## config.mk

```make
export PLATFORM = sky130hd
export DESIGN_NAME = bit_stuffer
export DESIGN_NICKNAME = d
export VERILOG_FILES = /design/src/rtl/bit_stuffer.sv
export SDC_FILE = /design/constraint.sdc
export NUM_CORES = 1
export LEC_CHECK = 0
export ABC_AREA = 1
export BUFFER_PORTS_ARGS = -buffer_cell sky130_fd_sc_hd__buf_2
export CAP_MARGIN = 20
export CELL_PAD_IN_SITES_DETAIL_PLACEMENT = 1
export CELL_PAD_IN_SITES_GLOBAL_PLACEMENT = 2
export CORE_MARGIN = 2
export CORE_UTILIZATION = 33
export CTS_BUF_LIST = sky130_fd_sc_hd__clkbuf_8
export DETAILED_ROUTE_END_ITERATION = 8
export HOLD_SLACK_MARGIN = 0.08
export PLACE_DENSITY = 0.81
export SETUP_SLACK_MARGIN = 0.4
export SYNTH_ARGS = -nofsm -noshare
export SYNTH_HDL_FRONTEND = slang
export SYNTH_SLANG_ARGS = --single-unit
```

## constraint.sdc

```tcl
create_clock -name clk -period 1.7 [get_ports clk]
set_input_delay 0.34 -clock clk [delete_from_list [all_inputs] [get_ports clk]]
set_output_delay 0.34 -clock clk [all_outputs]
set_load 0.01 [all_outputs]
```

## src/rtl/bit_stuffer.sv

```systemverilog
// USB bit-stuffing stage: inserts a 0 after every MAX_ONES consecutive 1s,
// back-pressuring the upstream CRC stage while the stuffed bit goes out.
module bit_stuffer #(
    parameter int MAX_ONES = 6,
    parameter int CNT_W    = 6
) (
    input  logic             clk,
    input  logic             rst_n,
    input  logic             s_in,
    input  logic             start_b,
    input  logic             endr_b,
    output logic             pause,
    output logic             s_out,
    output logic             out_valid,
    output logic             start_o,
    output logic             endr_o,
    output logic [CNT_W-1:0] stuff_cnt,
    output logic             err
);
    localparam int ONES_W = $clog2(MAX_ONES + 1);

    typedef enum logic [1:0] {
        IDLE  = 2'd0,
        SEND  = 2'd1,
        STUFF = 2'd2
    } state_t;

    state_t            state_q, state_d;
    logic [ONES_W-1:0] ones_q, ones_d;
    logic              last_q, last_d;
    logic              s_out_q, s_out_d;
    logic              vld_q, vld_d;
    logic              start_q, start_d;
    logic              endr_q, endr_d;
    logic              err_q, err_d;
    logic [CNT_W-1:0]  cnt_q, cnt_d;
    logic              consume;
    logic [ONES_W-1:0] run;

    function automatic logic [CNT_W-1:0] sat_inc(input logic [CNT_W-1:0] v);
        return (&v) ? v : v + CNT_W'(1);
    endfunction

    always_ff @(posedge clk or posedge rst_n) begin
        if (rst_n) begin
            state_q <= IDLE;
            ones_q  <= '0;
            last_q  <= 1'b0;
            s_out_q <= 1'b0;
            vld_q   <= 1'b0;
            start_q <= 1'b0;
            endr_q  <= 1'b0;
            err_q   <= 1'b0;
            cnt_q   <= '0;
        end else begin
            state_q <= state_d;
            ones_q  <= ones_d;
            last_q  <= last_d;
            s_out_q <= s_out_d;
            vld_q   <= vld_d;
            start_q <= start_d;
            endr_q  <= endr_d;
            err_q   <= err_d;
            cnt_q   <= cnt_d;
        end
    end

    always_comb begin
        state_d = state_q;
        ones_d  = ones_q;
        last_d  = last_q;
        cnt_d   = cnt_q;
        s_out_d = 1'b0;
        vld_d   = 1'b0;
        start_d = 1'b0;
        endr_d  = 1'b0;
        err_d   = 1'b0;
        consume = 1'b0;
        run     = '0;

        case (state_q)
            IDLE: begin
                if (start_b) begin
                    consume = 1'b1;
                    start_d = 1'b1;
                    cnt_d   = '0;
                    run     = s_in ? ONES_W'(1) : '0;
                end
            end
            SEND: begin
                consume = 1'b1;
                err_d   = start_b;
                run     = s_in ? ones_q + ONES_W'(1) : '0;
            end
            STUFF: begin
                // Upstream is holding its next bit; emit the stuffed 0 instead.
                err_d   = start_b;
                vld_d   = 1'b1;
                ones_d  = '0;
                cnt_d   = sat_inc(cnt_q);
                endr_d  = last_q;
                state_d = last_q ? IDLE : SEND;
            end
            default: state_d = IDLE;
        endcase

        if (consume) begin
            s_out_d = s_in;
            vld_d   = 1'b1;
            ones_d  = run;
            if (run == ONES_W'(MAX_ONES)) begin
                state_d = STUFF;
                last_d  = endr_b;
            end else if (endr_b) begin
                state_d = IDLE;
                endr_d  = 1'b1;
            end else begin
                state_d = SEND;
            end
        end
    end

    assign pause     = (state_q == STUFF);
    assign s_out     = s_out_q;
    assign out_valid = vld_q;
    assign start_o   = start_q;
    assign endr_o    = endr_q;
    assign stuff_cnt = cnt_q;
    assign err       = err_q;
endmodule

```

==> impl_metrics.yaml <==
worst_hold_path:
  hold_class: "input pin to asynchronous set/reset pin"
run:
  drv_cap: 0
critical_path:
  crit_fanout: 4
  startpoint: "state_q[1]"
  r2r_start: "state_q[1]"
  worstSetupEndpointType: "output pin"
  ff2ff_path_depth: 9
  timing.rr.end: "stuff_cnt[4]"
  r2r_setup_slack_ps: 180
  worstSetupPathType: "register to output pin"
  critical_path_arrival_ps: 1230
  startpoint_type: "register"
  worstPathRequired_ps: 1360
detailed_routing:
  drt_first_pass_iters: 4
  wirelength_um: 2808
  via_count: 932
  first_iter_violations: 18
  wl_per_cell_um: 14.86
  viasPerCell: 4.931
  drc: 0
  drtAntennaViolNets: 0
layout:
  final_util: 0.5584
  drive_above_1_share: 0.5886
  diodes: 0
  nNetsFinal: 171
  syn2layout_area_growth_pct: 61.59
logic_synthesis:
  synth_fp_nets: 127
  avgSynthCellArea_um2: 8.214
  synthXorXnorAreaFrac: 0
  ys_seq_area_frac: 0.4503
  muxShareOfSynthArea: 0
  synth_cell_types: 22
  syn_inst: 115
  synth_fa_ha_area_frac: 0.09272
  syn-cell-area_um2: 944.7
  synth-simple-area-share: 0.2662
  ys.warnings.count: 0
  synth_compound_area_frac: 0.1007
  synth_top_family_by_area: "simple AND/OR/NAND/NOR gates"
  ys_ff_latch: 17
floorplanning:
  die_w_um: 57.51
  die_y_um: 57.51
  rows: 19
  start_util: 0.3455
  io_pins: 17
  die-area_um2: 3307
  core-area_um2: 2734
status:
  status: "finished clean"
timing:
  finalSetupTns_ps: 0
  relSlewSlack: 0.8340
  tightest_slew_ps: 249.1
  hold_viol: 0
  post-route-min-period_ps: 1571
  max_freq_mhz: 636.6
  rsz0062_at_grt: "yes"
  setup_viol: 0
  slew_violations: 0
  post-route-period-util: 0.9241
  skew_ps: 2.164
grt:
  grt_max_degree: 18
  grt_antenna_before_repair: 0
  grt_pass1_wl_um: 4843
  grt_pass1_vias: 1007
  grtUsageTotal: 0.1954
  overflow: 0
clock_tree:
  cts_buffer_depth: 2
  htreeDepth: 1
  clock_latency_ps: 260
  cts_made_buffers: 3
  hold_buffers: 0
  cts_root_buf: "clkbuf_8"
  cts_tree: "yes"
  clkTransAtPathRegs_ps: 70
  cts_sinks: 17
power_and_ir_drop:
  powerDensity_nw_per_um2: 1252
  ir_worst_vdd_mv: 0.9249
  p_leak_nw: 0.7408
place:
  io_buffers: 16
  place.gp.congestion: 0.8309
  place_hpwl_um: 1711
==> power by group <==
group	internal, W	leakage [nW]	switching, W
logic	0.000530	0.491	0.000554
clock network	0.000163	0.0255	0.000151
registers	0.000475	0.224	0.0000383
==> repair_timing <==
| action | in CTS | in global routing |
|---|---|---|
| endpoints found under the setup margin | 14 | 17 |
| resized for setup | 27 | 29 |
| pin swaps | 14 | 11 |
| setup buffers | 20 | 3 |
==> cell usage in the layout (no fill, tap or decap), drive strengths merged <==
| cell | n |
|---|---|
| ha | 7 |
| nand2 | 27 |
| nor2 | 14 |
| buf | 40 |
| a21oi | 4 |
| nand4 | 2 |
| o22ai | 1 |
| clkbuf | 3 |
| inv | 20 |
| o21a | 1 |
| dfrtp | 17 |
| o21bai | 1 |
| o21ai | 10 |
| nand3 | 10 |
| clkinv | 1 |
==> how the worst max path moves through the flow <==
stage	end	slack [ps]	cells after the start
2_1_floorplan	stuff_cnt[4]	340	9
5_1_grt	last_q	90	9
3_5_place_dp	last_q	160	9
6_report	pause	130	4
3_3_place_gp	state_q[0]	200	10
4_1_cts	last_q	220	9
==> cells in the mapped netlist <==
cell type / n / area (um2)
nand3_2: 1 / 10.01
o21bai_1: 1 / 7.510
ha_1: 7 / 87.58
nand2_2: 2 / 12.51
inv_1: 14 / 52.55
nor2_4: 2 / 22.52
nor2_1: 11 / 41.29
nand4_1: 2 / 12.51
nor2_2: 1 / 6.260
o21ai_1: 7 / 35.03
inv_4: 1 / 6.260
o22ai_1: 1 / 6.260
a21oi_1: 4 / 20.02
dfrtp_1: 17 / 425.4
nand2_1: 24 / 90.09
nand2_4: 1 / 11.26
o21a_1: 1 / 7.510
buf_4: 1 / 7.510
inv_2: 5 / 18.77
nand3_1: 9 / 45.04
o21ai_0: 2 / 10.01
o21ai_2: 1 / 8.760
==> registers in the layout, indices dropped and copies added (netlist names) <==
signal and count:
endr_o 1, err 1, last_q 1, ones_q 3
out_valid 1, s_out 1, start_o 1, state_q 2
stuff_cnt 6
==> logic make-up after synthesis <==
group                    count (synthesis)
AND/OR/NAND/NOR                         53
buffers and inverters                   21
AO/OA/AOI/OAI                           17
flip-flops                              17
adder cells (fa/ha/maj)                  7
==> critical path, stage by stage (launching register included) <==
cell     delay (ps)
dfrtp_1         420
buf_4           150
buf_6           110
ha_4            170
buf_6           120
==> area by class of cell <==
| cell class | instances | area (um2) |
|---|---|---|
| Clock buffer | 3 | 41.29 |
| Clock inverter | 1 | 5.005 |
| Fill cell | 330 | 1207 |
| Inverter | 20 | 92.59 |
| Multi-Input combinational cell | 77 | 608.1 |
| Sequential cell | 17 | 427.9 |
| Tap cell | 31 | 38.79 |
| Timing Repair Buffer | 40 | 312.8 |
==> routing by layer <==
metal  part of all wire  GRT usage
met4              0.031    0.09967
met1               0.41     0.2304
met5                  0          0
met2               0.53     0.3458
met3              0.023    0.02268
==> metrics by stage <==
stage	instances	worst slack (ps)	total power, W	hold slack, ps	cell area [um2]
after floorplan	115	337.7	0.0008793	266.0	974.7
after global placement	162	203.4	0.001007	362.7	1090
after detailed placement	162	156.5	0.001013	371.4	1090
after CTS	186	220.1	0.001673	91.49	1400
after global routing	189	85.00	0.002043	126.1	1526
final	189	129.1	0.001911	82.57	1526
Power figures use the tool's default switching activity.
